File: src/rtl/ps2_kb_controller.sv
// PS/2 keyboard front end: synchronise/filter the lines, capture 11-bit frames,
// decode E0/F0 prefixes and queue key events. Optional: PS2_TYPEMATIC_SUPPRESS_EN.
module ps2_kb_controller #(
  parameter int SYNC_STAGES = 2,
  parameter int FILTER_LEN  = 8,
  parameter int TIMEOUT_CYC = 100000,
  parameter int FIFO_DEPTH  = 4
) (
  input  logic       clk,
  input  logic       arst_i,
  input  logic       ps2_clk,
  input  logic       ps2_data,
  output logic       evt_valid,
  input  logic       evt_ready,
  output logic [7:0] evt_code,
  output logic       evt_release,
  output logic       evt_extended,
  output logic       frame_err,
  output logic       ovf,
  output logic       busy
);
  localparam int FW = $clog2(FILTER_LEN + 1);
  localparam int TW = $clog2(TIMEOUT_CYC + 1);
  localparam int PW = $clog2(FIFO_DEPTH);
  localparam int CW = PW + 1;

  localparam logic [1:0] IDLE   = 2'd0;
  localparam logic [1:0] DATA   = 2'd1;
  localparam logic [1:0] PARITY = 2'd2;
  localparam logic [1:0] STOP   = 2'd3;

  logic [SYNC_STAGES-1:0] clk_sync, data_sync;
  logic          sclk, sdata;
  logic [FW-1:0] filt_cnt;
  logic          filt_clk, filt_prev, sample;

  always_ff @(posedge clk or posedge arst_i) begin
    if (arst_i) begin
      clk_sync  <= '1;
      data_sync <= '1;
    end else begin
      clk_sync  <= {clk_sync[SYNC_STAGES-2:0], ps2_clk};
      data_sync <= {data_sync[SYNC_STAGES-2:0], ps2_data};
    end
  end

  assign sclk  = clk_sync[SYNC_STAGES-1];
  assign sdata = data_sync[SYNC_STAGES-1];

  // Filtered clock only follows after FILTER_LEN consecutive differing samples.
  always_ff @(posedge clk or posedge arst_i) begin
    if (arst_i) begin
      filt_cnt  <= '0;
      filt_clk  <= 1'b1;
      filt_prev <= 1'b1;
    end else begin
      filt_prev <= filt_clk;
      if (sclk == filt_clk) begin
        filt_cnt <= '0;
      end else if (filt_cnt == FW'(FILTER_LEN - 1)) begin
        filt_clk <= sclk;
        filt_cnt <= '0;
      end else begin
        filt_cnt <= filt_cnt + 1'b1;
      end
    end
  end

  assign sample = filt_prev & ~filt_clk;

  logic [1:0]    state;
  logic [2:0]    bit_cnt;
  logic [7:0]    shift;
  logic          par_bit, byte_vld, err_pulse;
  logic [TW-1:0] to_cnt;

  always_ff @(posedge clk or posedge arst_i) begin
    if (arst_i) begin
      state     <= IDLE;
      bit_cnt   <= '0;
      shift     <= '0;
      par_bit   <= 1'b0;
      to_cnt    <= '0;
      byte_vld  <= 1'b0;
      err_pulse <= 1'b0;
    end else begin
      byte_vld  <= 1'b0;
      err_pulse <= 1'b0;
      if (state == IDLE) begin
        to_cnt <= '0;
        if (sample && !sdata) begin
          state   <= DATA;
          bit_cnt <= '0;
        end
      end else if (sample) begin
        to_cnt <= '0;
        case (state)
          DATA: begin
            shift   <= {sdata, shift[7:1]};
            bit_cnt <= bit_cnt + 1'b1;
            if (bit_cnt == 3'd7) state <= PARITY;
          end
          PARITY: begin
            par_bit <= sdata;
            state   <= STOP;
          end
          default: begin
            state <= IDLE;
            if ((^{shift, par_bit}) && sdata) byte_vld  <= 1'b1;
            else                              err_pulse <= 1'b1;
          end
        endcase
      end else if (to_cnt == TW'(TIMEOUT_CYC - 1)) begin
        state     <= IDLE;
        err_pulse <= 1'b1;
        to_cnt    <= '0;
      end else begin
        to_cnt <= to_cnt + 1'b1;
      end
    end
  end

  logic          ext_flag, rel_flag, suppress, push_req, pop, full, do_push;
  logic [9:0]    mem [FIFO_DEPTH];
  logic [PW-1:0] wr_ptr, rd_ptr;
  logic [CW-1:0] count;
  logic          ovf_reg;

`ifdef PS2_TYPEMATIC_SUPPRESS_EN
  logic       last_vld, last_rel, last_ext;
  logic [7:0] last_code;

  // A held key repeats its make code; swallow repeats until its release is queued.
  assign suppress = !rel_flag && last_vld && !last_rel &&
                    (last_ext == ext_flag) && (last_code == shift);

  always_ff @(posedge clk or posedge arst_i) begin
    if (arst_i) begin
      last_vld  <= 1'b0;
      last_rel  <= 1'b0;
      last_ext  <= 1'b0;
      last_code <= '0;
    end else if (do_push) begin
      last_vld  <= 1'b1;
      last_rel  <= rel_flag;
      last_ext  <= ext_flag;
      last_code <= shift;
    end
  end
`else
  assign suppress = 1'b0;
`endif

  assign evt_valid = (count != '0);
  assign pop       = evt_valid && evt_ready;
  assign full      = (count == CW'(FIFO_DEPTH));
  assign push_req  = byte_vld && (shift != 8'hE0) && (shift != 8'hF0) && !suppress;
  assign do_push   = push_req && (!full || pop);

  always_ff @(posedge clk or posedge arst_i) begin
    if (arst_i) begin
      ext_flag <= 1'b0;
      rel_flag <= 1'b0;
      wr_ptr   <= '0;
      rd_ptr   <= '0;
      count    <= '0;
      ovf_reg  <= 1'b0;
      for (int i = 0; i < FIFO_DEPTH; i++) mem[i] <= '0;
    end else begin
      ovf_reg <= push_req && full && !pop;
      if (err_pulse) begin
        ext_flag <= 1'b0;
        rel_flag <= 1'b0;
      end else if (byte_vld) begin
        if (shift == 8'hE0) begin
          ext_flag <= 1'b1;
        end else if (shift == 8'hF0) begin
          rel_flag <= 1'b1;
        end else begin
          ext_flag <= 1'b0;
          rel_flag <= 1'b0;
        end
      end
      if (do_push) begin
        mem[wr_ptr] <= {ext_flag, rel_flag, shift};
        wr_ptr      <= wr_ptr + 1'b1;
      end
      if (pop) rd_ptr <= rd_ptr + 1'b1;
      if (do_push && !pop)      count <= count + 1'b1;
      else if (!do_push && pop) count <= count - 1'b1;
    end
  end

  assign {evt_extended, evt_release, evt_code} = mem[rd_ptr];
  assign frame_err = err_pulse;
  assign ovf       = ovf_reg;
  assign busy      = (state != IDLE);
endmodule

File: config.mk
export PLATFORM = sky130hd
export DESIGN_NAME = ps2_kb_controller
export DESIGN_NICKNAME = d
export VERILOG_FILES = /design/src/rtl/ps2_kb_controller.sv
export SDC_FILE = /design/constraint.sdc
export NUM_CORES = 1
export LEC_CHECK = 0
export ABC_AREA = 1
export CAP_MARGIN = 20
export CORE_MARGIN = 3
export CORE_UTILIZATION = 55
export DETAILED_ROUTE_END_ITERATION = 12
export PLACE_DENSITY = 0.73
export REMOVE_ABC_BUFFERS = 1
export SETUP_SLACK_MARGIN = 0.1
export SLEW_MARGIN = 20
export SYNTH_ARGS = -nofsm -noshare
export SYNTH_HDL_FRONTEND = slang
export SYNTH_SLANG_ARGS = --single-unit
File: constraint.sdc
create_clock -name clk -period 3.5 [get_ports clk]
set_clock_uncertainty 0.15 [all_clocks]
set_input_delay 0.7 -clock clk [delete_from_list [all_inputs] [get_ports clk]]
set_output_delay 0.7 -clock clk [all_outputs]
set_load 0.02 [all_outputs]
======== After elaboration in Yosys (flattened, before gate mapping) ========
Cells that the tools add are included.
word-level totals
  register bits after elaboration ......... 93
  word-level logic and storage cells ...... 126
cells by class
  $add $sub $neg .......................... 7
  order comparisons ....................... 3
  equal/unequal tests ..................... 15
  muxes and demuxes ....................... 40
  bitwise gates (word level) .............. 6
  reduce and logical (&&, ||, !) cells .... 33
operators by type and width
  cell                                                             count
  17-bit two-way mux                                               3
  40-bit bitwise mux                                               1
  10-bit two-way mux                                               3
  10-bit binary-select mux with 2-bit select                       1
  10-bit demux with 2-bit select                                   1
  3-bit two-way mux                                                6
  17-bit by 1-bit adder with 17-bit output, second input constant  1
  17-bit equality test, second input constant                      1
  1-bit two-way mux                                                17
  8-bit equality test, second input constant                       2
  8-bit != test, second input constant                             2
  3-bit AND reduction                                              4
  1-bit logical AND                                                11
  2-bit two-way mux                                                5
  2-bit nonzero test                                               5
  9-bit XOR reduction                                              1
  4-bit two-way mux                                                2
  3-bit by 1-bit adder with 3-bit output, second input constant    2
  3-bit equality test, second input constant                       2
  3-bit greater-or-equal comparator, second input constant         2
  2-bit NOT with 3-bit output                                      2
  2-bit AND reduction                                              3
  3-bit nonzero test                                               2
  2-bit by 1-bit adder with 2-bit output, second input constant    2
  other kinds (18)                                                 23

======== Depth between registers and ports, before layout ========
Gate-level depths: netlist of run 1.
  depth in word-level cells ............... 8
  mapped depth ............................ 14

======== Worst setup path before layout of run 1 ========
OpenSTA, ideal clock, no wires.
  path type ............................... register -> register
  start ................................... register count[1]
  end ..................................... register count[1]
  data arrival time ....................... 2.059 ns
  data required time ...................... 3.225 ns
  slack ................................... 1.166 ns
  stages on the path, launching flop included .. 11
  buffers on the path ..................... 0
  clock period less this slack ............ 2.334 ns
  path through ............................ dfrtp_1 -> nor2_4 -> nand2_2 -> nand2_2 -> nand3_4 -> nand2_1 -> inv_1 -> ha_1 -> inv_1 -> fa_1 -> mux2_2
between the ends
  word-level cells in the longest chain between the ends .. 7
ends and longest elaborated chain
  element                              RTL line  text
  start: declaration                   126       logic [CW-1:0] count;
  start signal: assignment             189       if (do_push && !pop) count <= count + 1'b1;
  start signal: assignment             190       else if (!do_push && pop) count <= count - 1'b1;
  3-bit nonzero test *                 154       assign evt_valid = (count != '0);
  via evt_valid                        13        output logic evt_valid,
  1-bit logical AND *                  155       assign pop = evt_valid && evt_ready;
  1-bit logical OR *                   158       assign do_push = push_req && (!full || pop);
  1-bit logical AND *                  158
  via do_push                          123       logic ext_flag, rel_flag, suppress, push_req, pop, full, do_push;
  1-bit logical NOT                    190
  1-bit logical AND                    190
  2-bit nonzero test (no source line)  n/a
The timed path passes the listed nets; every way through them passes the cells marked *. The select of a mux whose other input is x is not followed.
A chain may end at the register's enable or synchronous reset.

======== Worst setup path in the final report of run 1 ========
  start ................................... register rd_ptr[0]
  end ..................................... output evt_code[1]
between the ends
  word-level cells in the longest chain between the ends .. 4
ends and longest elaborated chain
  element                                                RTL line  text
  start: declaration                                     125       logic [PW-1:0] wr_ptr, rd_ptr;
  start signal: assignment                               188       if (pop) rd_ptr <= rd_ptr + 1'b1;
  2-bit NOT with 3-bit output (implied by the code)      194       assign {evt_extended, evt_release, evt_code} = mem[rd_ptr];
  10-bit binary-select mux with 2-bit select             194
  10-bit two-way mux (implied by the code) (2 in a row)  194
  end: declaration                                       15        output logic [7:0] evt_code,
Every way passes these cells. The select of a mux whose other input is x is not followed.

==> Flow_metrics.wiki, run 1 <==
{| class="wikitable"
! Metric !! Value
|-
| Crit-path max FO || 21
|-
| Critical Path Start || rd_ptr[0]
|-
| # diodes || 0
|-
| Critical Path Sink Type || output port
|-
| Clock buffers created by TritonCTS || 9
|-
| Share of cells above drive strength 1 || approximately a tenth
|-
| Utilization of the core after routing || 62.3%
|-
| Initial antenna violation count || 0
|-
| Clock latency on the worst-skew pair || around 0.35 ns
|-
| Final non-filler cell area || slightly below 5000 sq um
|-
| Sum of negative setup slack || 0 ns
|-
| WP data arrival || 2.20 ns
|-
| Number of placed instances, taps included || 608
|-
| Synth top area cells || sky130_fd_sc_hd__dfrtp_1, sky130_fd_sc_hd__nand2_1, sky130_fd_sc_hd__nor2_1, sky130_fd_sc_hd__o21ai_0, sky130_fd_sc_hd__inv_1
|-
| Static Leakage || about 2.2 nW
|-
| Capturing point of the worst reg2reg path || count[1]
|-
| Clock Pin Slew Worst Setup and Hold Paths || about 0.09 ns
|-
| Remaining DRCs || 0
|-
| Number of search-and-repair iterations in the first detailed-routing pass || 4
|-
| Worst setup SP type || flip-flop
|-
| Overall Global Routing Usage || between 10% and 20%
|-
| Register bank with the most flops || mem
|-
| Final setup fails || 0
|-
| Via count of the routed design || 3262
|-
| Port-buffer cells || 18
|-
| Clock tree from TritonCTS || built
|-
| Unique cell type count in the Yosys netlist || 35
|-
| Cells traversed along the worst timing path || inv_1, o21ai_0, o22ai_1, clkdlybuf4s50_1
|-
| Number of synthesized flops with an enable pin || 0
|-
| Layout overhead on the synthesized area || 8.76%
|-
| Share of the synthesized area in the top cell type || 48.7%
|-
| Total design power || between 2 and 3 mW
|-
| Timing endpoint of the critical path || evt_code[1]
|-
| Stage delay of the slowest cell on the critical path || around 0.63 ns
|-
| Max reg flops || 40
|-
| Slew at the pin closest to its max-slew limit || around 0.63 ns
|-
| Total number of H-tree levels || 3
|-
| Post-synthesis sequential element count || 93
|-
| Worst endpoint required time || ~2.7 ns
|-
| Number of clock sinks || between 90 and 100
|-
| Setup CP Type || reg -> out
|-
| Buffer and inverter count on the worst path || 2
|-
| Worst hold path class || reg -> reg
|-
| Number of design-rule violations left by the first detailed-router iteration || ~180
|-
| Number of synthesis warnings || 0
|-
| R2R setup slack || roughly 1.1 ns
|-
| Power Density || about 600 nW/um^2
|-
| Via density per instance || 5.23
|-
| Initial Utilization || 57.3%
|-
| Vert. Die Dim || 96.2 microns
|-
| Post-synthesis average cell area || slightly below 9 sq um
|-
| CP Depth || 4
|-
| Cell count after synthesis || 502
|-
| HPWL after detailed placement || around 5400 microns
|-
| Run status || finished, final reports clean
|-
| Final Hold Violating Endpoints || 0
|-
| Count leader, synth || sky130_fd_sc_hd__nand2_1
|-
| Final net count || 535
|-
| Row cnt || 32
|-
| Count of pins over their slew limit || 0
|-
| Routability cong. || 0.834
|-
| Hold Buf Count CTS || 0
|-
| Area after detailed placement || around 4700 sq um
|-
| Wire length per cell after detailed routing || around 13 microns
|-
| Post-synthesis cell type with the largest combined area || sky130_fd_sc_hd__dfrtp_1
|-
| Leading register cell type out of synthesis || sky130_fd_sc_hd__dfrtp_1
|-
| Seq/Total Area, Yosys || 52.2%
|-
| Most common library cells after synthesis || sky130_fd_sc_hd__nand2_1, sky130_fd_sc_hd__dfrtp_1, sky130_fd_sc_hd__nor2_1
|-
| Clk Tree Root Cell || sky130_fd_sc_hd__clkbuf_8
|-
| Grt ovf || 0
|-
| Post-synth ARST share || 100%
|-
| Post-route antenna net violation count || 0
|-
| Via count of the first global-routing pass || between 2000 and 3000
|-
| Full die area || 9250 sq um
|-
| Synthesized area || around 4500 sq um
|-
| First-pass GRT wire length || about 14000 microns
|-
| Count of non-filler cells in the finished layout || 624
|-
| Top flop regs || mem (40), to_cnt (17), shift (8)
|-
| Peak clock frequency supported by timing || 328 MHz
|-
| Launch point of the worst reg-to-reg path || count[1]
|-
| Total wire length after detailed routing || ~8100 microns
|-
| Final critical delay including setup and external delays || 3.05 ns
|-
| Final period utilization || a little under 90%
|-
| Buffer count from post-CTS setup fixing || 0
|-
| Number of cells on the worst hold path || 0
|-
| Core ar. || 7810 sq um
|-
| Post-cts repair resize count || 0
|-
| Critical Path Slowest Stage Cell || sky130_fd_sc_hd__clkdlybuf4s50_1
|-
| FF-to-FF path depth || 10
|-
| Maximum clock insertion buffer count || 2
|-
| Number of top-level design ports || 19
|-
| Worst IR Drop VDD || roughly 0.37 mV
|-
| Largest net degree at the start of global routing || 87
|-
| Maximum Capacitance Violations || 0
|-
| Die W || slightly below 100 microns
|-
| Cell class contributing the biggest share of worst-path delay || buffers and inverters
|-
| Setup repair after global routing missed its margin || false
|-
| Headroom to the max-slew limit || about 58%
|}
[metrics by stage]
step / setup WS [ns] / hold WS [ns]
2_1_floorplan: 0.240 / 0.195
3_3_place_gp: 0.666 / 0.196
3_5_place_dp: 0.613 / 0.199
4_1_cts: 0.429 / 0.212
5_1_grt: 0.279 / 0.215
6_report: 0.448 / 0.210
[layout make-up]
| type | instances | area (sq um) |
|---|---|---|
| Inverter | 52 | 196 |
| Clock buffer | 10 | 138 |
| Multi-Input combinational cell | 340 | 1810 |
| Sequential cell | 93 | 2330 |
| Fill cell | 679 | 2940 |
| Clock inverter | 6 | 46.3 |
| Timing Repair Buffer | 21 | 215 |
| Tap cell | 102 | 128 |
[cell families (layout without fill, tap and decap cells)]
group | after synthesis | in the layout | share of synthesized area, %
simple gates | 218 | 218 | 22.6
compound gates | 97 | 97 | 11.5
flops | 93 | 93 | 52.2
buf+inv | 69 | 89 | 7.41
fa+ha+maj | 13 | 13 | 3.80
xor+xnor | 10 | 10 | 1.96
mux | 2 | 2 | 0.503
[placed cells by master (no fill, tap or decap), drive strengths merged, types with 10 or more instances in the layout]
| master | count |
|---|---|
| clkbuf | 10 |
| clkdlybuf4s50 | 18 |
| dfrtp | 87 |
| ha | 12 |
| inv | 52 |
| nand2 | 109 |
| nand3 | 19 |
| nor2 | 67 |
| nor3 | 12 |
| o21ai | 77 |
| o22ai | 10 |
[power breakdown]
group	internal (mW)	switching (mW)
logic	0.386	0.585
registers	1.18	0.101
clock network	0.281	0.377
total	1.85	1.06
[how the worst min path moves through the flow]
stage / start / to
2_1_floorplan: clk_sync[0] / clk_sync[1]
3_3_place_gp: data_sync[0] / data_sync[1]
3_5_place_dp: data_sync[0] / data_sync[1]
4_1_cts: data_sync[0] / data_sync[1]
5_1_grt: data_sync[0] / data_sync[1]
6_report: data_sync[0] / data_sync[1]
[per-layer routing]
metal	wire (microns)	up-vias	track usage, %	part of all wire (%)
li1	-	1664	-	-
met1	3900	1538	25.6	48
met2	3820	55	30.2	47
met3	292	5	6.10	3.6
met4	62	0	4.15	0.77
met5	0	-	0	0
Power figures use the tool's default switching activity.
==> inputs of run 2 (changes only) <==
--- a/config.mk
+++ b/config.mk
@@ -10,7 +10,7 @@
 export CORE_MARGIN = 3
 export CORE_UTILIZATION = 55
 export DETAILED_ROUTE_END_ITERATION = 12
-export PLACE_DENSITY = 0.73
+export PLACE_DENSITY = 0.78
 export REMOVE_ABC_BUFFERS = 1
 export SETUP_SLACK_MARGIN = 0.1
 export SLEW_MARGIN = 20
==> run 2 against run 1 <==
Critical path depth stayed put. Wire length is 0.17% higher. First-iteration DRC count is 0.56% lower. Non-clock buffer count is 1 higher. Clock-buffer cell count stayed put. Combinational power is 0.5% higher. Sequential cell count stayed put. Final cell count is 0.16% higher. Cell area is 0.49% higher. Highest routed layer unchanged.
==> Flow_metrics.wiki, run 2 (synthesized netlist as in run 1, its figures left out) <==
{| class="wikitable"
! Metric !! Value
|-
| Setup repair after global routing missed its margin || false
|-
| # diodes || 0 (unchanged)
|-
| Count of non-filler cells in the finished layout || 625 (+0.16%)
|-
| Register bank with the most flops || mem
|-
| Hold Buf Count CTS || 0 (unchanged)
|-
| Peak clock frequency supported by timing || 326 MHz (-0.59%)
|-
| Initial antenna violation count || 0 (unchanged)
|-
| Most used cells in the layout excluding fill and tap cells || sky130_fd_sc_hd__nand2_1, sky130_fd_sc_hd__dfrtp_1, sky130_fd_sc_hd__nor2_1, sky130_fd_sc_hd__inv_1, sky130_fd_sc_hd__o21ai_0
|-
| Number of placed instances, taps included || 609 (+0.16%)
|-
| Number of search-and-repair iterations in the first detailed-routing pass || 4 (unchanged)
|-
| Share of total power in combinational logic || 32.9% (-0.5 points)
|-
| Total number of H-tree levels || 3 (unchanged)
|-
| Number of cells on the worst hold path || 0 (unchanged)
|-
| Start point of the worst min-delay path || data_sync[0]
|-
| Slew at the pin closest to its max-slew limit || 0.619 ns (-0.0149 ns)
|-
| HPWL after detailed placement || 5790 microns (+6.3%)
|-
| Timing endpoint of the critical path || evt_code[2]
|-
| Power Density || 608 nW/um^2 (+1.6%)
|-
| Critical Path Slowest Stage Cell || sky130_fd_sc_hd__clkdlybuf4s50_1
|-
| Remaining DRCs || 0 (unchanged)
|-
| Final Hold Violating Endpoints || 0 (unchanged)
|-
| Static Leakage || 2.21 nW (+0.59%)
|-
| Critical Path Start || rd_ptr[1]
|-
| Port-buffer cells || 18 (unchanged)
|-
| Row cnt || 32 (unchanged)
|-
| Via count of the first global-routing pass || 3248 (+8.5%)
|-
| Clock tree from TritonCTS || built
|-
| Final net count || 536 (+0.19%)
|-
| Buffer count from post-CTS setup fixing || 0 (unchanged)
|-
| Largest net degree at the start of global routing || 47 (-46%)
|-
| Via density per instance || 5.33 (+2.0%)
|-
| Clock Pin Slew Worst Setup and Hold Paths || 0.09 ns (about the same)
|-
| Max reg flops || 40 (unchanged)
|-
| Headroom to the max-slew limit || 58.7% (+1.0 points)
|-
| Clock latency on the worst-skew pair || 0.35 ns (about the same)
|-
| Die W || 96.2 microns (unchanged)
|-
| Count of pins over their slew limit || 0 (unchanged)
|-
| Cell class contributing the biggest share of worst-path delay || buffers and inverters
|-
| Total design power || 2.97 mW (+2.1%)
|-
| Worst IR Drop VDD || 0.343 mV (-8.4%)
|-
| Number of design-rule violations left by the first detailed-router iteration || 178 (-0.56%)
|-
| Internal power || 1.90 mW (+3.0%)
|-
| Overall Global Routing Usage || 19.7% (+0.70 points)
|-
| Share of cells above drive strength 1 || 9.94% (-0.019 points)
|-
| Maximum clock insertion buffer count || 2 (unchanged)
|-
| Top flop regs || mem (40), to_cnt (17), shift (8)
|-
| Final setup fails || 0 (unchanged)
|-
| Vert. Die Dim || 96.2 microns (unchanged)
|-
| Full die area || 9250 sq um (unchanged)
|-
| Total wire length after detailed routing || 8090 microns (+0.17%)
|-
| Sum of negative setup slack || 0 ns (unchanged)
|-
| Setup CP Type || reg -> out
|-
| Commonest non-fill, non-tap cell in the layout || sky130_fd_sc_hd__nand2_1
|-
| Psw || 1.07 mW (+0.50%)
|-
| Sequential cell fraction of total power || 43.2% (-0.8 points)
|-
| Crit-path max FO || 12 (-43%)
|-
| WP data arrival || 2.22 ns (+0.02 ns)
|-
| Wire length per cell after detailed routing || 12.9 microns (about the same)
|-
| Launch point of the worst reg-to-reg path || count[1]
|-
| Cells traversed along the worst timing path || inv_1, o21ai_0, o22ai_1, clkdlybuf4s50_1
|-
| Initial Utilization || 57.3% (unchanged)
|-
| CP Depth || 4 (unchanged)
|-
| Stage delay of the slowest cell on the critical path || 0.63 ns (about the same)
|-
| Core ar. || 7810 sq um (unchanged)
|-
| Grt ovf || 0 (unchanged)
|-
| First-pass GRT wire length || 14300 microns (+4.7%)
|-
| Routability cong. || 0.881 (+5.6%)
|-
| Post-route antenna net violation count || 0 (unchanged)
|-
| FF-to-FF path depth || 10 (unchanged)
|-
| Clk Tree Root Cell || sky130_fd_sc_hd__clkbuf_8
|-
| Final critical delay including setup and external delays || 3.07 ns (+0.0181 ns)
|-
| Number of clock sinks || 93 (unchanged)
|-
| Maximum Capacitance Violations || 0 (unchanged)
|-
| Switching Fraction || 36.0% (-0.58 points)
|-
| Clock buffers created by TritonCTS || 9 (unchanged)
|-
| Worst setup SP type || flip-flop
|-
| Via count of the routed design || 3331 (+2.1%)
|-
| Buffer and inverter count on the worst path || 2 (unchanged)
|-
| Post-cts repair resize count || 0 (unchanged)
|-
| R2R setup slack || 1.05 ns (-0.05 ns)
|-
| Capturing point of the worst reg2reg path || count[1]
|-
| Worst endpoint required time || 2.65 ns (about the same)
|-
| Run status || finished, final reports clean
|-
| Proportion of power drawn by the clock network || 23.9% (+1.3 points)
|-
| Number of top-level design ports || 19 (unchanged)
|-
| Layout overhead on the synthesized area || 9.29%
|-
| Critical Path Sink Type || output port
|-
| Final period utilization || 87.7% (+0.52 points)
|-
| Worst hold path class || reg -> reg
|-
| Worst hold margin || 0.210 ns (+0.000256 ns)
|}
==> run 2: changes by cell type in the layout (fill, tap and decap cells not counted), sizes merged <==
cell / previous run / this run
bufinv: 0 / 1
clkinvlp: 2 / 1
buf: 3 / 4
==> run 2: power groups by stage <==
stage	Sequential (mW)	Combinational (mW)	Clock, mW
finish	1.28	0.976	0.711
detailed placement	1.30	0.983	0
global placement	1.29	0.954	0
CTS	1.28	0.986	0.735
floorplan	1.30	0.626	0
global route	1.30	1.10	0.775
==> run 2: worst min-delay path by stage <==
stage / endpoint / slack, ns
3_3_place_gp: clk_sync[1] / 0.20
4_1_cts: data_sync[1] / 0.21
2_1_floorplan: clk_sync[1] / 0.20
6_report: data_sync[1] / 0.21
3_5_place_dp: data_sync[1] / 0.20
5_1_grt: data_sync[1] / 0.21
==> run 2: layout make-up <==
class | count | area, sq um
sequential | 93 | 2330
clock buffer | 10 | 128
multi-input combinational | 340 | 1810
tap | 102 | 128
timing repair buffer | 22 | 223
clock inverter | 6 | 72.6
fill | 647 | 2920
inverter | 52 | 196
==> run 2: per-stage QoR <==
stage | setup WS, ns | cell area, sq um | util [%]
2_1_floorplan | 0.240 | 4340 | -
3_3_place_gp | 0.666 | 4690 | 60.0
3_5_place_dp | 0.598 | 4690 | 60.0
4_1_cts | 0.424 | 4890 | 62.6
5_1_grt | 0.286 | 4890 | 62.6
6_report | 0.430 | 4890 | 62.6
==> run 2: per-layer routing <==
metal  vias up  GRT usage (%)  share of wire, %
met5         -              0                 0
met4         0           7.23               1.6
met3        15           4.14               4.5
met2        69           34.4                50
met1      1593           24.0                44
li1       1654              -                 -
